<file path="src/rtl/decoder38_scan.sv">
`default_nettype none
// ============================================================================
// Module   : decoder38_scan
// Brief    : Registered 3-to-8 one-hot LED decoder with manual load and
//            prescaled auto-scan of the index.
// Revision : 1.0 - initial release
// ============================================================================
module decoder38_scan #(
  parameter int SCAN_DIV = 5000000,
  parameter int DIV_W    = 23
) (
  input  logic       clk,
  input  logic       rst_n,
  input  logic       en,
  input  logic       mode,
  input  logic       dir,
  input  logic [2:0] code,
  input  logic       load,
  output logic [7:0] y,
  output logic [2:0] idx,
  output logic       valid,
  output logic       wrap
);

  typedef enum logic [1:0] {
    IDLE   = 2'd0,
    MANUAL = 2'd1,
    SCAN   = 2'd2
  } state_t;

  localparam logic [DIV_W-1:0] C_LAST = DIV_W'(SCAN_DIV - 1);

  state_t           state_q, state_d;
  logic [2:0]       idx_q, idx_d;
  logic [7:0]       y_q, y_d;
  logic             valid_q, valid_d;
  logic             wrap_q, wrap_d;
  logic [DIV_W-1:0] cnt_q, cnt_d;
  logic             s0_q, s0_d, s1_q, s1_d, p_q, p_d;
  logic             rise;

  always_comb begin
    state_d = IDLE;
    idx_d   = idx_q;
    cnt_d   = '0;
    wrap_d  = 1'b0;
    s0_d    = load;
    s1_d    = s0_q;
    p_d     = s1_q;
    rise    = s1_q & ~p_q;

    if (en) begin
      state_d = mode ? SCAN : MANUAL;
    end

    if (state_q == MANUAL && state_d == MANUAL && rise) begin
      idx_d = code;
    end

    // Counting only while staying in SCAN keeps the entry edge clearing the prescaler.
    if (state_q == SCAN && state_d == SCAN) begin
      if (cnt_q == C_LAST) begin
        cnt_d = '0;
        if (dir) begin
          idx_d  = idx_q - 3'd1;
          wrap_d = (idx_q == 3'd0);
        end else begin
          idx_d  = idx_q + 3'd1;
          wrap_d = (idx_q == 3'd7);
        end
      end else begin
        cnt_d = cnt_q + DIV_W'(1);
      end
    end

    valid_d = (state_d != IDLE);
    y_d     = valid_d ? (8'b1 << idx_d) : 8'h00;
  end

  always_ff @(posedge clk or negedge rst_n) begin
    if (!rst_n) begin
      state_q <= IDLE;
      idx_q   <= 3'd0;
      y_q     <= 8'h00;
      valid_q <= 1'b0;
      wrap_q  <= 1'b0;
      cnt_q   <= '0;
      s0_q    <= 1'b0;
      s1_q    <= 1'b0;
      p_q     <= 1'b0;
    end else begin
      state_q <= state_d;
      idx_q   <= idx_d;
      y_q     <= y_d;
      valid_q <= valid_d;
      wrap_q  <= wrap_d;
      cnt_q   <= cnt_d;
      s0_q    <= s0_d;
      s1_q    <= s1_d;
      p_q     <= p_d;
    end
  end

  assign y     = y_q;
  assign idx   = idx_q;
  assign valid = valid_q;
  assign wrap  = wrap_q;

endmodule
`default_nettype wire

</file>
<file path="config.mk">
export PLATFORM = sky130hd
export DESIGN_NAME = decoder38_scan
export DESIGN_NICKNAME = d
export VERILOG_FILES = /design/src/rtl/decoder38_scan.sv
export SDC_FILE = /design/constraint.sdc
export NUM_CORES = 1
export LEC_CHECK = 0
export CAP_MARGIN = 25
export CORE_UTILIZATION = 30
export CTS_BUF_LIST = sky130_fd_sc_hd__clkbuf_4 sky130_fd_sc_hd__clkbuf_8
export DETAILED_ROUTE_END_ITERATION = 12
export MAX_ROUTING_LAYER = met4
export PLACE_DENSITY_LB_ADDON = 0.15
export SYNTH_ARGS = -nofsm -noshare
export SYNTH_HDL_FRONTEND = slang
export SYNTH_SLANG_ARGS = --single-unit
</file>
<file path="constraint.sdc">
create_clock -name clk -period 2.1 [get_ports clk]
set_clock_uncertainty 0.2 [all_clocks]
set_input_delay 0.315 -clock clk [delete_from_list [all_inputs] [get_ports clk]]
set_output_delay 0.315 -clock clk [all_outputs]
set_load 0.05 [all_outputs]
</file>
After elaboration in Yosys (flattened, before gate mapping). Index checks and enable logic that the tools add are counted.

Register bits after elaboration: 41. Input bits: 9. Output and inout port bits: 13. Word-level logic and storage cells: 38.

$add $sub $neg: 3. Equal/unequal tests: 6. Shift operators: 1. Mux-type cells: 12. Bitwise gates (word level): 2. Reduce and logical (&&, ||, !) cells: 5.

Operators by type and width (number): $mux W23 (2); $add A23 B1 Y23 const B (1); $eq A23 B23 Y1 const B (1); $mux W3 (4); $mux W8 (1); $shl A1 B3 Y8 const A (1); $eq A2 B1 Y1 const B (2); $eq A2 B2 Y1 const B (2); $mux W2 (2); $add A3 B1 Y3 const B (1); $eq A3 B3 Y1 const B (1); $logic_and A1 B1 Y1 (3); $logic_not A3 Y1 (1); $mux W1 (3); $sub A3 B1 Y3 const B (1); $reduce_bool A2 Y1 (1); $and A1 B1 Y1 (1); $not A1 Y1 (1).

Longest topological paths before layout. Gate-level depths: netlist of the first run.

Depth in word-level cells: 10. Depth in mapped cells: 7. Gate-level depth less buffers: 7.

Least setup slack after synthesis of the first run. Ideal clock, no wire load.

Kind: register -> register. Start point: register idx_q[0], in the netlist idx[0]. End point: register y_q[0], in the netlist y[0]. Library setup time: 0.086 ns. Data arrival time: 1.899 ns. Data required time: 1.814 ns. Path slack: -0.085 ns. Stages on the path, launching flop included: 6. Path buffers: 0. Period minus slack after synthesis: 2.185 ns. Cell sequence: dfrtp_1 > fa_1 > xnor2_1 > and3_2 > or3b_4 > nor3_1.

Cells in the longest elaborated chain, start to end: 6. Elaborated cells on any way between the ends: 8. Classes of those cells: add/sub: 2; shift: 1; mux: 5.

RTL lines: start, declared (RTL line 34) `logic [2:0] idx_q, idx_d;`; start signal, assigned (RTL line 93) `idx_q <= idx_d;`; $add A3 B1 Y3 / $sub A3 B1 Y3 (equally long branches) (RTL line 68, 65); $mux W3 (RTL line 64) `if (dir) begin`; $mux W3 (RTL line 62) `if (cnt_q == C_LAST) begin`; $mux W3 (*) (RTL line 61) `if (state_q == SCAN && state_d == SCAN) begin`; $shl A1 B3 Y8 (*) (RTL line 77) `y_d = valid_d ? (8'b1 << idx_d) : 8'h00;`; $mux W8 (*) (RTL line 77); via y_d[0] (RTL line 35) `logic [7:0] y_q, y_d;`; end signal, assigned (RTL line 94) `y_q <= y_d;`; end, declared (RTL line 35).

Mark *: on every way through the listed nets, which the timed path passes. The rest lies on a longest branch.

Final worst setup path of the first run.
Start point: register cnt_q[10]. End point: register y_q[3], in the netlist y[3].

Cells in the longest elaborated chain, start to end: 5.

RTL lines: start, declared (RTL line 38) `logic [DIV_W-1:0] cnt_q, cnt_d;`; start signal, assigned (RTL line 97) `cnt_q <= cnt_d;`; $eq A23 B23 Y1 (RTL line 62); $mux W3 (RTL line 62); $mux W3 (RTL line 61); $shl A1 B3 Y8 (RTL line 77); $mux W8 (RTL line 77); via y_d[3] (RTL line 35).

The timed path passes the listed nets, and every way through them passes these cells.

==> results of run 1 <==
stage by stage:
stage                     power [mW]  TNS (ps)  utilization (%)  hold slack (ps)
after floorplan                 1.02      -152                -             -181
after global placement          1.13     -2280             39.6            -11.9
after detailed placement        1.13     -2600             39.6            -4.86
after CTS                       1.82     -1060             42.6              164
after global routing            1.90     -4520             44.9              177
final                           1.83     -2050             44.9              162
cell usage in the layout, fill, tap and decap left out, types with 2 or more instances in the layout:
cell type,n
nand2_1,9
clkdlybuf4s50_1,18
nand4_1,3
mux2i_4,2
nor3_2,7
and4b_1,2
clkbuf_16,2
nand2_4,2
and3_1,3
and3_2,2
xor2_1,3
dfrtp_2,2
nor2b_1,2
clkbuf_8,6
dfrtp_1,39
nor3_1,8
nand3_1,10
nor4_1,4
buf_4,31
buf_6,2
xnor2_1,20
nand4b_1,2
inv_1,4
nor2_1,26
a21bo_2,2
repair_timing:
| action | in CTS | in global routing |
|---|---|---|
| hold buffers | 1 | 0 |
| setup buffers | 5 | 2 |
| gates cloned | 0 | 3 |
| pin swaps | 1 | 2 |
| resized for setup | 5 | 13 |
| endpoints found under the hold margin | 13 | 0 |
| setup endpoints to repair | 12 | 33 |
cell families (layout without fill, tap and decap cells):
logic type / Yosys count / after routing
XOR/XNOR: 23 / 23
AO/OA/AOI/OAI: 5 / 5
flip-flops: 41 / 41
buffers and inverters: 10 / 70
adder cells (fa/ha/maj): 2 / 2
multiplexers: 3 / 3
AND/OR/NAND/NOR: 92 / 92
flip-flops by register name, summed over array words and instances (netlist names):
register / flops
cnt_q: 23
idx: 3
p_d: 1
p_q: 1
s0_q: 1
state_q: 2
valid: 1
wrap: 1
y: 8
where the power goes:
| group | leakage (nW) | internal (mW) | total, mW | switching, mW |
|---|---|---|---|---|
| combinational | 0.520 | 0.138 | 0.328 | 0.191 |
| sequential | 0.554 | 0.817 | 0.835 | 0.0186 |
| clock | 0.0619 | 0.400 | 0.667 | 0.266 |
| total | 1.14 | 1.35 | 1.83 | 0.476 |
area by class of cell:
class / count / share of cell area, %
multi-input combinational: 125 / 33.9
clock inverter: 1 / 1.11
inverter: 6 / 0.925
tap: 75 / 3.47
clock buffer: 7 / 3.33
sequential: 41 / 38.0
timing repair buffer: 56 / 19.3
worst max-delay path by stage:
stage / cells after the start / endpoint / slack [ps]
final: 6 / y[3]$_DFF_PN0_ / -150
after global routing: 6 / y[1]$_DFF_PN0_ / -230
after CTS: 6 / y[1]$_DFF_PN0_ / -180
after detailed placement: 7 / y[4]$_DFF_PN0_ / -300
after global placement: 6 / y[0]$_DFF_PN0_ / -270
after floorplan: 5 / y[0]$_DFF_PN0_ / -40
layer usage:
layer / GRT usage [%] / wire [microns]
met1: 18.5 / 2050
met2: 21.9 / 2170
met3: 4.00 / 119
met4: 5.96 / 78
met5: - / 0
synth_stat cells (3+ instances only):
cell	number
dfrtp_1	41
nor2_1	26
xnor2_1	20
nor3_1	15
nand3_1	11
nand2_1	10
inv_1	5
nor4_1	5
and3_1	3
nand4_1	3
xor2_1	3
==> results.cfg, run 1 <==
[setup_path]
endpoint_kind = register
max_stage_delay_ps = 560
path_class = register to register
r2r-start = cnt_q[10]$_DFF_PN0_
cp_slowest_cell = or4b_4
worstSetupStartpointType = register
crit_start = cnt_q[10]$_DFF_PN0_
path_cells = or4b_4 -> nor4_4 -> buf_4 -> a22oi_2 -> or3b_4 -> nor3_2
crit_buf_inv = 1
reg2regPathDepth = 6
rrSetupSlack_ps = -150
worstPathRequired_ps = 2110
worst-path-max-fanout = 4
critPathArrivalTime_ps = 2270
critPathTopFamily = simple AND/OR/NAND/NOR gates
r2r_end = y[3]$_DFF_PN0_

[min_path]
min_from = s0_q$_DFF_PN0_
min_to = p_d$_DFF_PN0_
hold_path.class = register to register
holdPathStages = 0

[sta]
drv_slew = 0
postLayoutSetupSlackWorst_ps = -155
tightest_slew_ps = 510
rsz0062_at_grt = yes
min_period_over_period_pct = 107
fmax_mhz = 443
fin_crit_ps = 2250
slew_headroom_pct = 65.9
finalHoldViolations = 0
finalSetupViolations = 31

[final_layout]
drive_above_1_share_pct = 32.6
antenna_cells = 0
instances_no_fill = 311
nFillCells = 566
layout.area.seq_sq_um = 1030
final_area_sq_um = 2700
final_nets = 246
area_growth_pct = 41.3
multiInputGateArea_sq_um = 916

[route]
vias_per_cell = 4.73
dr.pass1.iters = 3
wl_per_cell_microns = 14.2
initialDrtViolationCount = 32
vias = 1472
postRouteAntennaNets = 0
routed_wl_microns = 4420
drcViolationCount = 0

[floorplan]
ios = 22
coreArea_sq_um = 6030
chipWidth_microns = 81.9
die_y_microns = 81.9
initial_utilization_pct = 31.7
dieArea_sq_um = 6700
num_rows = 28

[yosys]
yosysTopAreaCell = dfrtp_1
yosysTopAreaCellShare_pct = 53.6
synthXorXnorAreaFrac_pct = 10.5
ys_ff_latch = 41
synth_compound_area_share_pct = 2.22
yosys.area_share.adder_pct = 1.70
syn_avg_cell_area_sq_um = 10.9
seq_area_frac_synth_pct = 53.6
async_reset_ff_share_pct = 100
synth_top_family_by_area = simple AND/OR/NAND/NOR gates
synth-simple-area-share_pct = 26.9
synth_edf_count = 0
ys_types = 37
synth_ff_type = dfrtp_1
syn_inst = 176
syn-cell-area_sq_um = 1910
yosys-mux-area-fraction_pct = 2.94
synth.area.top_cells = dfrtp_1 54%, xnor2_1 9.2%, nor2_1 5.1%
synth_fp_nets = 187
ys_warn_count = 0

[global_route]
antenna_found_initial = 0
track_usage_pct = 14.6
grt_pass1_wl_microns = 7080
grt_pass1_vias = 1488
grt.overflow.total = 0
grt_max_degree = 23

[place]
placed_cells = 292
hpwlAfterDp_microns = 3040
placedInstanceArea_sq_um = 2380
place.gp.congestion = 0.746
place_ws_ps = -301
io_buffers = 21

[run_status]
violations = setup timing
status = complete, but fails checks

[power]
vdd_drop_max_mv = 0.364
cellLeakagePower_nw = 1.14
power_per_cell_area_nw_per_um2 = 677

[flow_run]
cap_violations = 0

[cts]
path_clk_slew_ps = 80
cts.sinks = 41
clk_path_buf_depth = 2
cts_made_buffers = 5
cts_tree = done
clk_latency_ps = 300
cts_root_buf = clkbuf_8
h-tree-depth = 2
(Power assumes the default switching activity.)
==> inputs of run 2 (changes only) <==
- CTS_CLUSTER_SIZE: unset -> 10
- TNS_END_PERCENT: unset -> 1
==> results.cfg, run 2 (same netlist as run 1, synthesis figures left out) <==
[run_status]
status = complete, but fails checks
violations = setup timing

[final_layout]
layout_common_cells = 39 x dfrtp_1, 26 x nor2_1, 26 x buf_4
area_growth_pct = 35.5
final_nets = 238
final_common_cell = dfrtp_1
final_core_util_pct = 43.0
drive_above_1_share_pct = 29.4
largest_reg_flops = 23
largest_register = cnt_q
antenna_cells = 0

[cts]
clk_path_buf_depth = 2
cts_root_buf = clkbuf_8
path_clk_slew_ps = 80
clk_latency_ps = 290
cts_tree = done
cts_made_buffers = 5
cts.sinks = 41
h-tree-depth = 2

[setup_path]
r2r_end = y[3]$_DFF_PN0_
reg2regPathDepth = 6
crit_buf_inv = 1
path_cells = or4b_4 -> nor4_4 -> buf_4 -> a22oi_2 -> or3b_4 -> nor3_2
critPathArrivalTime_ps = 2220
worst-path-max-fanout = 4
worstSetupStartpointType = register
cp_slowest_cell = or4b_4
endpoint_kind = register
rrSetupSlack_ps = -100
r2r-start = cnt_q[10]$_DFF_PN0_
max_stage_delay_ps = 560
path_class = register to register
critPathTopFamily = simple AND/OR/NAND/NOR gates
worstPathRequired_ps = 2110

[sta]
finalHoldViolations = 0
fin_crit_ps = 2200
min_period_over_period_pct = 105
finalSetupViolations = 9
fmax_mhz = 454
finalSetupTns_ps = -625
drv_slew = 0
postLayoutSetupSlackWorst_ps = -104
rsz0062_at_grt = yes
tightest_slew_ps = 532
slew_headroom_pct = 64.5

[floorplan]
chipWidth_microns = 81.9
coreArea_sq_um = 6030
ios = 22
initial_utilization_pct = 31.7
dieArea_sq_um = 6700
num_rows = 28
die_y_microns = 81.9

[global_route]
track_usage_pct = 14.0
antenna_found_initial = 0
grt_pass1_vias = 1472
grt_max_degree = 42
grt.overflow.total = 0
grt_pass1_wl_microns = 6780

[route]
wl_per_cell_microns = 13.4
routed_wl_microns = 4050
vias = 1436
postRouteAntennaNets = 0
vias_per_cell = 4.74
drcViolationCount = 0
dr.pass1.iters = 4
initialDrtViolationCount = 51

[power]
power_frac_seq_pct = 46.8
switching_share_pct = 26.4
power_per_cell_area_nw_per_um2 = 689
power_frac_clock_pct = 35.7
p_sw_mw = 0.472
cellLeakagePower_nw = 1.07
p_comb_share_pct = 17.6
vdd_drop_max_mv = 0.310
intPower_mw = 1.31

[min_path]
hold_path.class = register to register
min_to = p_d$_DFF_PN0_
min_from = s0_q$_DFF_PN0_
holdPathStages = 0

[place]
place.gp.congestion = 0.803
hpwlAfterDp_microns = 2910
io_buffers = 21

[flow_run]
cap_violations = 0
-- run 2: layer usage --
layer  vias to the layer above  global-route usage, %  wire length [microns]
met5                         -                      -                      0
met4                         0                   4.74                     48
met3                         6                   3.89                    136
met2                        21                   22.3                   1960
met1                       706                   17.0                   1910
li1                        703                      -                      -
-- run 2: worst max path at each step --
stage / end / from / depth (start not counted)
6_report: y[3]$_DFF_PN0_ / cnt_q[10]$_DFF_PN0_ / 6
3_5_place_dp: y[2]$_DFF_PN0_ / dir / 6
2_1_floorplan: y[0]$_DFF_PN0_ / cnt_q[10]$_DFF_PN0_ / 5
3_3_place_gp: y[1]$_DFF_PN0_ / dir / 6
5_1_grt: y[7]$_DFF_PN0_ / cnt_q[10]$_DFF_PN0_ / 7
4_1_cts: y[2]$_DFF_PN0_ / cnt_q[10]$_DFF_PN0_ / 6
-- run 2: power groups by stage --
stage / clock network, mW / logic [mW] / registers [mW]
2_1_floorplan: 0 / 0.0941 / 0.925
3_3_place_gp: 0 / 0.279 / 0.850
3_5_place_dp: 0 / 0.282 / 0.850
4_1_cts: 0.660 / 0.308 / 0.835
5_1_grt: 0.693 / 0.333 / 0.839
6_report: 0.637 / 0.314 / 0.835
-- run 2: worst register-to-register path: stages, from the launching register on --
cell and delay [ps]:
dfrtp_1 390, or4b_4 560, nor4_4 150, buf_4 180, a22oi_2 90, or3b_4 430, nor3_2 130
-- run 2: cell type report --
class / instances / area [sq um]
inverter: 6 / 25.0
timing repair buffer: 48 / 422
sequential: 41 / 1030
tap: 75 / 93.8
fill: 605 / 3430
multi-input combinational: 125 / 908
clock inverter: 2 / 38.8
clock buffer: 6 / 76.3
-- run 2: timing repair --
item,CTS,global route
setup endpoints to repair,10,31
buffers inserted,2,0
pin swaps,1,2
hold buffers,1,0
hold endpoints to repair,41,0
gates resized for setup,8,8
-- run 2: per-stage QoR --
stage / area, sq um / hold slack (ps) / std cells / power [mW] / setup slack [ps]
2_1_floorplan: 1920 / -181 / 176 / 1.02 / -38.1
3_3_place_gp: 2380 / 141 / 292 / 1.13 / -267
3_5_place_dp: 2380 / 145 / 292 / 1.13 / -329
4_1_cts: 2550 / 164 / 303 / 1.80 / -116
5_1_grt: 2590 / 173 / 303 / 1.87 / -202
6_report: 2590 / 160 / 303 / 1.79 / -104
==> inputs of run 3 (changes only) <==
- clock period: 2.1 -> 1.8 ns (I/O delays scaled with it)
==> results.cfg, run 3 (same netlist as run 1, synthesis figures left out) <==
[run_status]
status = complete, but fails checks
violations = setup timing

[setup_path]
worstSetupStartpointType = register
worst-path-max-fanout = 4
worstPathRequired_ps = 1800
r2r_end = y[0]$_DFF_PN0_
crit_start = cnt_q[12]$_DFF_PN0_
endpoint_kind = register
rrSetupSlack_ps = -400
r2r-start = cnt_q[12]$_DFF_PN0_
critPathArrivalTime_ps = 2200
path_class = register to register
reg2regPathDepth = 6

[route]
vias_per_cell = 4.68
dr.pass1.iters = 4
postRouteAntennaNets = 0
drcViolationCount = 0
initialDrtViolationCount = 40
wl_per_cell_microns = 13.4
vias = 1526
routed_wl_microns = 4380

[final_layout]
area_growth_pct = 44.1
layout_common_cells = 57 x buf_4, 39 x dfrtp_1, 26 x nor2_1
largest_register = cnt_q
largest_reg_flops = 23
final_core_util_pct = 45.7
drive_above_1_share_pct = 39.8
instances_no_fill = 326
antenna_cells = 0
final_common_cell = buf_4
final_nets = 261
final_area_sq_um = 2760

[floorplan]
ios = 22
chipWidth_microns = 81.9
num_rows = 28
dieArea_sq_um = 6700
initial_utilization_pct = 31.7
die_y_microns = 81.9
coreArea_sq_um = 6030

[place]
place.gp.congestion = 0.783
place_ws_ps = -593
hpwlAfterDp_microns = 3350
io_buffers = 21
placed_cells = 313
placedInstanceArea_sq_um = 2550

[min_path]
min_to = p_d$_DFF_PN0_
min_from = s0_q$_DFF_PN0_
holdPathStages = 0
hold_path.class = register to register

[sta]
finalSetupTns_ps = -9100
fmax_mhz = 455
postLayoutSetupSlackWorst_ps = -397
min_period_over_period_pct = 122
drv_slew = 0
fin_crit_ps = 2200
rsz0062_at_grt = yes
finalSetupViolations = 35
tightest_slew_ps = 475
finalHoldViolations = 0
slew_headroom_pct = 68.3

[cts]
cts_root_buf = clkbuf_8
cts_made_buffers = 5
clk_path_buf_depth = 2
cts_tree = done
path_clk_slew_ps = 80
cts.sinks = 41
h-tree-depth = 2
clk_latency_ps = 290

[global_route]
grt.overflow.total = 0
track_usage_pct = 15.7
grt_max_degree = 23
grt_pass1_wl_microns = 7600
antenna_found_initial = 0
grt_pass1_vias = 1648

[flow_run]
cap_violations = 0

[power]
power_per_cell_area_nw_per_um2 = 762
vdd_drop_max_mv = 0.412
cellLeakagePower_nw = 1.22
## run 3: changes by cell type in the layout (fill, tap and decap cells not counted), moves of 2 or more
| cell | delta |
|---|---|
| nor4_1 | +2 |
| nor4_2 | -2 |
| nor3_2 | +2 |
| buf_4 | +31 |
| clkdlybuf4s50_1 | -11 |
| buf_12 | +3 |
## run 3: through the flow
step / hold WS, ps / total power, mW
2_1_floorplan: -226 / 1.19
3_3_place_gp: 47.2 / 1.35
6_report: 152 / 2.10
4_1_cts: 155 / 2.14
3_5_place_dp: 57.5 / 1.36
5_1_grt: 174 / 2.20
## run 3: where the power goes
| part | internal (mW) | total, mW | switching, mW |
|---|---|---|---|
| registers | 0.952 | 0.970 | 0.0175 |
| clock network | 0.415 | 0.732 | 0.317 |
| logic | 0.173 | 0.399 | 0.225 |
| total | 1.54 | 2.10 | 0.560 |
## run 3: worst max path at each step
stage	end	slack (ps)	depth (start not counted)
final	y[0]$_DFF_PN0_	-400	6
after detailed placement	y[2]$_DFF_PN0_	-590	6
after floorplan	y[0]$_DFF_PN0_	-340	5
after global routing	y[0]$_DFF_PN0_	-490	6
after global placement	y[1]$_DFF_PN0_	-530	6
after CTS	y[2]$_DFF_PN0_	-370	6
## run 3: worst max-delay path, stage by stage, from the launching register on
cell and delay, ps:
dfrtp_1 380, or4b_4 560, nor4_4 140, buf_4 170
a22oi_2 90, or3b_4 420, nor3_2 160
## run 3: layer usage
layer	part of all wire [%]	GRT usage, %	vias up
met5	0	-	-
met4	1.9	6.84	0
met3	3.1	3.78	8
met2	52	26.5	31
met1	42	17.5	736
li1	-	-	751
## run 3: timing repair
| item | in CTS | in global routing |
|---|---|---|
| hold buffers | 1 | 0 |
| hold endpoints to repair | 19 | 0 |
| setup buffers | 4 | 0 |
| cloned | 0 | 0 |
| endpoints found under the setup margin | 35 | 35 |
| gates resized for setup | 12 | 1 |
| pin swaps | 4 | 0 |
## run 3: layout make-up
class / instances / area (sq um)
fillers: 576 / 3270
inverters: 6 / 22.5
flip-flops and latches: 41 / 1030
repair buffers: 71 / 604
clock inverters: 3 / 43.8
well taps: 75 / 93.8
multi-input cells: 125 / 895
clock buffers: 5 / 68.8
